`config.mk`:
```
export PLATFORM = sky130hd
export DESIGN_NAME = imm_decode_arbiter
export DESIGN_NICKNAME = d
export VERILOG_FILES = /design/src/rtl/immediate_decoder_pkg.sv /design/src/rtl/immediate_decoder.sv /design/src/rtl/imm_decode_arbiter.sv
export SDC_FILE = /design/constraint.sdc
export NUM_CORES = 1
export LEC_CHECK = 0
export CAP_MARGIN = 5
export CORE_ASPECT_RATIO = 1.2
export CORE_UTILIZATION = 25
export DETAILED_ROUTE_END_ITERATION = 10
export PLACE_DENSITY_LB_ADDON = 0.2
export RECOVER_POWER = 100
export SLEW_MARGIN = 5
export SYNTH_ARGS = -nofsm -noshare
export SYNTH_HDL_FRONTEND = slang
export SYNTH_HIERARCHICAL = 1
export SYNTH_SLANG_ARGS = --single-unit
```
`constraint.sdc`:
```
create_clock -name clk -period 2.9 [get_ports clk]
set_input_delay 0.58 -clock clk [delete_from_list [all_inputs] [get_ports clk]]
set_output_delay 0.58 -clock clk [all_outputs]
set_load 0.05 [all_outputs]
```
`src/rtl/immediate_decoder_pkg.sv`:
```
// immediate_decoder_pkg: immediate types, RV32I opcode constants and opcode classification
package immediate_decoder_pkg;
  typedef enum logic [2:0] {IMM_I = 3'd0, IMM_S = 3'd1, IMM_B = 3'd2, IMM_U = 3'd3, IMM_J = 3'd4} imm_type_e;
  typedef struct packed {
    logic      has_imm;
    logic      legal;
    imm_type_e imm_type;
  } imm_class_t;
  localparam logic [6:0] OPC_LUI      = 7'b0110111;
  localparam logic [6:0] OPC_AUIPC    = 7'b0010111;
  localparam logic [6:0] OPC_JAL      = 7'b1101111;
  localparam logic [6:0] OPC_JALR     = 7'b1100111;
  localparam logic [6:0] OPC_LOAD     = 7'b0000011;
  localparam logic [6:0] OPC_OP_IMM   = 7'b0010011;
  localparam logic [6:0] OPC_MISC_MEM = 7'b0001111;
  localparam logic [6:0] OPC_SYSTEM   = 7'b1110011;
  localparam logic [6:0] OPC_BRANCH   = 7'b1100011;
  localparam logic [6:0] OPC_STORE    = 7'b0100011;
  localparam logic [6:0] OPC_OP       = 7'b0110011;
  function automatic imm_class_t imm_class(input logic [6:0] opc);
    case (opc)
      OPC_LUI, OPC_AUIPC: imm_class = '{1'b1, 1'b1, IMM_U};
      OPC_JAL: imm_class = '{1'b1, 1'b1, IMM_J};
      OPC_JALR, OPC_LOAD, OPC_OP_IMM, OPC_MISC_MEM, OPC_SYSTEM: imm_class = '{1'b1, 1'b1, IMM_I};
      OPC_BRANCH: imm_class = '{1'b1, 1'b1, IMM_B};
      OPC_STORE: imm_class = '{1'b1, 1'b1, IMM_S};
      OPC_OP: imm_class = '{1'b0, 1'b1, IMM_I};
      default: imm_class = '{1'b0, 1'b0, IMM_I};
    endcase
  endfunction
endpackage

```
`src/rtl/immediate_decoder.sv`:
```
// immediate_decoder: sign-extended RV32I immediate extraction for a given immediate type
module immediate_decoder
  import immediate_decoder_pkg::*;
(
  input  logic [31:0] instr,
  input  imm_type_e   imm_type,
  output logic [31:0] imm
);
  always_comb
    imm = imm_type == IMM_S ? {{21{instr[31]}}, instr[30:25], instr[11:7]} :
          imm_type == IMM_B ? {{20{instr[31]}}, instr[7], instr[30:25], instr[11:8], 1'b0} :
          imm_type == IMM_U ? {instr[31:12], 12'b0} :
          imm_type == IMM_J ? {{12{instr[31]}}, instr[19:12], instr[20], instr[30:21], 1'b0} :
                              {{21{instr[31]}}, instr[30:20]};
endmodule

```
`src/rtl/imm_decode_arbiter.sv`:
```
// imm_decode_arbiter: round-robin sharing of one immediate_decoder with a 1-entry response register.
// Optional opcode legality checking is enabled by defining IMM_DECODE_ARB_ILLEGAL_EN.
module imm_decode_arbiter
  import immediate_decoder_pkg::*;
#(
  parameter int NUM_REQ = 2,
  parameter int TAG_W = 4,
  localparam int ID_W = $clog2(NUM_REQ)
) (
  input  logic                            clk,
  input  logic                            rst_n,
  input  logic [NUM_REQ-1:0]              req_valid,
  output logic [NUM_REQ-1:0]              req_ready,
  input  logic [NUM_REQ-1:0][31:0]        req_instr,
  input  logic [NUM_REQ-1:0][TAG_W-1:0]   req_tag,
  output logic                            rsp_valid,
  input  logic                            rsp_ready,
  output logic [ID_W-1:0]                 rsp_id,
  output logic [TAG_W-1:0]                rsp_tag,
  output logic [31:0]                     rsp_imm,
  output logic [2:0]                      rsp_imm_type,
  output logic                            rsp_has_imm,
  output logic                            rsp_illegal
);
  logic [ID_W-1:0] ptr, g, ptr_nxt;
  logic [ID_W:0] idx;
  logic found, accept, hs, illegal, has_imm;
  logic [31:0] instr_g, dec_imm, imm_val;
  imm_class_t cls;
  // First valid requester at or after ptr, wrapping
  always_comb begin
    g = '0;
    found = 1'b0;
    idx = '0;
    for (int i = 0; i < NUM_REQ; i++) begin
      idx = {1'b0, ptr} + (ID_W+1)'(i);
      idx = idx >= (ID_W+1)'(NUM_REQ) ? idx - (ID_W+1)'(NUM_REQ) : idx;
      if (!found && req_valid[idx[ID_W-1:0]]) begin
        g = idx[ID_W-1:0];
        found = 1'b1;
      end
    end
  end
  assign accept = !rsp_valid || rsp_ready;
  assign hs = found && accept;
  assign req_ready = hs ? {{(NUM_REQ-1){1'b0}}, 1'b1} << g : '0;
  assign ptr_nxt = g == ID_W'(NUM_REQ-1) ? '0 : g + 1'b1;
  assign instr_g = req_instr[g];
  assign cls = imm_class(instr_g[6:0]);
  immediate_decoder u_dec (
    .instr    (instr_g),
    .imm_type (cls.imm_type),
    .imm      (dec_imm)
  );
`ifdef IMM_DECODE_ARB_ILLEGAL_EN
  assign illegal = !cls.legal || instr_g[1:0] != 2'b11;
`else
  assign illegal = 1'b0;
`endif
  assign has_imm = cls.has_imm && cls.legal && !illegal;
  assign imm_val = has_imm ? dec_imm : '0;
  always_ff @(posedge clk or negedge rst_n) begin
    if (!rst_n) begin
      ptr <= '0;
      rsp_valid <= 1'b0;
      rsp_id <= '0;
      rsp_tag <= '0;
      rsp_imm <= '0;
      rsp_imm_type <= '0;
      rsp_has_imm <= 1'b0;
      rsp_illegal <= 1'b0;
    end else if (hs) begin
      ptr <= ptr_nxt;
      rsp_valid <= 1'b1;
      rsp_id <= g;
      rsp_tag <= req_tag[g];
      rsp_imm <= imm_val;
      rsp_imm_type <= cls.imm_type;
      rsp_has_imm <= has_imm;
      rsp_illegal <= illegal;
    end else if (rsp_ready) begin
      rsp_valid <= 1'b0;
    end
  end
endmodule

```
Word level (Yosys, flattened, before mapping)

Cells that the tools add are included.

Add/subtract/negate cells: 4
Order comparisons: 5
Equality and inequality tests: 15
Shifts and indexed selects: 1
Muxes and demuxes: 24
Reduce and logical (&&, ||, !) cells: 9

Operators with widths:

| cell                | count |
|---|---|
| $mux 32             | 3 |
| $mux 31             | 3 |
| $pmux 5 s6          | 1 |
| $eq 7x7->1 const B  | 4 |
| $eq 7x6->1 const B  | 3 |
| $mux 20             | 1 |
| $eq 7x5->1 const B  | 2 |
| $mux 1              | 13 |
| $mux 4              | 2 |
| $eq 7x2->1 const B  | 1 |
| $eq 7x4->1 const B  | 1 |
| $eq 3x2->1 const B  | 2 |
| $lt 1x2->1 const B  | 3 |
| $reduce_or 5->1     | 1 |
| $eq 3x1->1 const B  | 1 |
| $eq 3x3->1 const B  | 1 |
| $logic_and 1x1->1   | 3 |
| $add 1x1->2 const B | 1 |
| $ge 1x2->1 const B  | 1 |
| $ge 2x2->1 const B  | 1 |
| $logic_not 1->1     | 2 |
| $mux 2              | 1 |
| $reduce_bool 2->1   | 1 |
| $reduce_or 2->1     | 1 |
| 4 further kinds     | 5 |

Flip-flop bits (word level): 43
Input port bits: 77
Output and inout port bits: 45
Word-level logic and storage cells: 65

Logic depth before layout (Yosys ltp)

Depth after elaboration: 19
Mapped depth: 14
Mapped depth without buffers: 10

By module

The synthesis kept the hierarchy.

Modules (own cells, without submodules):

| module             | instances | cells an instance | area each (um^2) | seq. area each (um^2) |
|---|---|---|---|---|
| imm_decode_arbiter | 1         | 262               | 2529.9           | 1076.0 |
| immediate_decoder  | 1         | 73                | 525.5            | 0.0 |

Worst setup path after synthesis

OpenSTA, ideal clock, no wires.

Kind: in2out
From: input port req_valid[0]
To: output port req_ready[1]
Arrival time: 2.062 ns
Data required time: 2.320 ns
Setup slack: 0.258 ns
Stages: 5
Buffers on the path: 2
Path through: nand2b_1 -> buf_2 -> nand2_1 -> buf_2 -> nor2_1

Longest elaborated chain between the ends: 8
Elaborated cells between the ends (all ways): 13
Classes of those cells: 1 x shift; 9 x mux; 3 x reduce/logical

RTL lines:

| what                                                    | line                                               | RTL |
|---|---|---|
| from (decl)                                             | imm_decode_arbiter.sv:12                           | `input logic [NUM_REQ-1:0] req_valid,` |
| $mux 1 (implied by the code) (2 in series)              | imm_decode_arbiter.sv:38                           | `if (!found && req_valid[idx[ID_W-1:0]]) begin` |
| $mux 1                                                  | imm_decode_arbiter.sv:38                           |  |
| $logic_not 1->1                                         | imm_decode_arbiter.sv:38                           |  |
| $logic_and 1x1->1                                       | imm_decode_arbiter.sv:38                           |  |
| $mux 1                                                  | imm_decode_arbiter.sv:38                           |  |
| $shl 1x1->2 / $logic_and 1x1->1 (equally long branches) | imm_decode_arbiter.sv:46, imm_decode_arbiter.sv:45 |  |
| $mux 2 *                                                | imm_decode_arbiter.sv:46                           | `assign req_ready = hs ? {{(NUM_REQ-1){1'b0}}, 1'b1} << g : '0;` |
| to (decl)                                               | imm_decode_arbiter.sv:13                           | `output logic [NUM_REQ-1:0] req_ready,` |

Every way passes the cells marked *; elsewhere a longest branch is shown, timed or not. The select of a mux whose other input is x is not followed.

==> results.json <==
{
  "outcome": "finished clean",
  "slew_headroom_pct": 24.9,
  "worst_pin_slew_ps": 1130,
  "cts_buffer_depth": 2,
  "synth_nets": 406,
  "clkTransAtPathRegs_ps": 60,
  "grt-ovfl-total": 0,
  "p_per_area_nw_per_um2": 445,
  "worstReg2RegStart": "ptr$_DFFE_PN0P_",
  "finalWorstPathRequiredPeriod_ps": 2760,
  "area_delta_synth_final_pct": 60.5,
  "fmax_mhz": 362,
  "dieArea_um2": 12400,
  "critPathRequiredTime_ps": 3120,
  "gp_congestion": 0.849,
  "root_buffer": "clkbuf_16",
  "grt_max_degree": 39,
  "r2r-end": "rsp_imm[15]$_DFFE_PN0P_",
  "final_cell_mix": "81 x nand2_1, 74 x clkdlybuf4s50_1, 43 x dfrtp_1",
  "netlist_instances": 329,
  "insertion_delay_ps": 290,
  "min-delay-start": "rsp_tag[3]$_DFFE_PN0P_",
  "final.fill_count": 1180,
  "drv_cap": 0,
  "hold_end": "rsp_tag[3]$_DFFE_PN0P_",
  "drt-initial-drc-count": 104,
  "antenna_left": 0,
  "drc": 0,
  "grt_setup_unrepaired": "no",
  "netlist_area_um2": 3000,
  "layout_worst_path_cycle_share_pct": 95.2,
  "fin_util_pct": 41.4,
  "r2r.worst_path.cells": 10,
  "final-hold-violation-count": 0,
  "rows": 43,
  "final-seq-area_um2": 1080,
  "layout.cells.non_filler": 631,
  "hpwl_um": 7190,
  "hold_ws_ps": 458,
  "diodes": 0,
  "vias": 2916,
  "leakagePower_nw": 2.08,
  "dieHeight_um": 122,
  "initial_core_util_pct": 25.8,
  "hold_depth": 2,
  "slew_viol_final": 0,
  "cts.sinks": 43,
  "numCtsBuffers": 5,
  "antenna_found_initial": 0,
  "io_pins": 122,
  "arrival_ps": 2980,
  "drive_above_1_share_pct": 27.0,
  "yosys_warnings": 6,
  "hold_class": "reg -> reg",
  "nNetsFinal": 550,
  "place_inst": 622,
  "multi_input_area_um2": 1790,
  "grt_pass1_vias": 2896,
  "io_buffers": 120,
  "cp-start-kind": "input pin",
  "grt_usage_pct": 15.3,
  "drt_first_pass_iters": 4,
  "synth_area_per_cell_um2": 9.10,
  "setup_viol": 0,
  "die_w_um": 102,
  "ir_drop_uv": 228,
  "crit_fanout": 8,
  "final_common_cell": "nand2_1",
  "finalPower_w": 0.00214,
  "ff2ff_setup_slack_ps": 400,
  "via_per_inst": 4.62,
  "wl_um": 9280,
  "drt-wirelength-per-cell_um": 14.7,
  "core_area_um2": 11600,
  "fin_skew_ps": 1.73,
  "end_kind": "flip-flop",
  "cts_tree": "built",
  "critPathKind": "in -> reg",
  "grt_pass1_wl_um": 14600,
  "htree_levels": 2
}
-- per-stage QoR --
stage	cell area [um^2]	setup WS [ps]	TNS [ps]
floorplan	3000	258	0
global placement	4600	-410	-9160
global route	4810	1.55	0
CTS	4760	10.8	0
finish	4810	138	0
detailed placement	4600	-428	-10060
-- how the worst max path moves through the flow --
stage | to | slack (ps) | from
detailed placement | rsp_imm[15]$_DFFE_PN0P_ | -430 | req_valid[1]
CTS | rsp_imm[15]$_DFFE_PN0P_ | 10 | req_valid[0]
global route | rsp_imm[15]$_DFFE_PN0P_ | 2 | req_valid[0]
finish | rsp_imm[15]$_DFFE_PN0P_ | 140 | req_valid[0]
global placement | rsp_imm[15]$_DFFE_PN0P_ | -410 | req_valid[1]
floorplan | req_ready[1] | 260 | req_valid[0]
-- layer usage --
| metal | up-vias | routed length (um) | part of all wire, % | GRT usage [%] |
|---|---|---|---|---|
| met5 | - | 0 | 0 | 0 |
| met4 | 0 | 140 | 1.5 | 5.09 |
| met3 | 8 | 533 | 5.7 | 3.27 |
| met2 | 76 | 4850 | 52 | 28.0 |
| met1 | 1384 | 3750 | 40 | 17.3 |
| li1 | 1448 | - | - | - |
-- power by group --
part / leakage (nW) / switching, W / internal (W) / total, W
logic: 1.46 / 0.000516 / 0.000362 / 0.000878
registers: 0.559 / 0.0000346 / 0.000665 / 0.000700
clock network: 0.0658 / 0.000245 / 0.000318 / 0.000563
total: 2.08 / 0.000796 / 0.00134 / 0.00214
-- state kept, by name, indices dropped and copies added, names as in the netlist --
signal,cells
rsp_id,1
rsp_imm_type,3
rsp_tag,4
rsp_imm,32
ptr,1
rsp_has_imm,1
rsp_valid,1
-- layout make-up --
class / count / area share, %
timing repair buffer: 163 / 33.1
clock buffer: 5 / 2.60
tap: 157 / 4.09
multi-input combinational: 257 / 37.2
clock inverter: 3 / 0.416
inverter: 3 / 0.234
sequential: 43 / 22.4
-- critical path: stages --
cell	delay (ps)
clkdlybuf4s50_1	490
nand2b_2	140
a2111oi_2	480
o221ai_1	240
o31ai_4	120
buf_4	190
a211o_1	130
o21ai_2	110
a221oi_1	230
nand2_1	110
a21oi_2	130
-- what timing repair did --
item	in CTS	in global routing
endpoints found under the hold margin	0	0
gates resized for setup	2	14
buffers inserted	0	1
endpoints found under the setup margin	15	18
hold buffers	0	0
pin swaps	0	1
No activity file was read; power rests on OpenSTA's default activity.
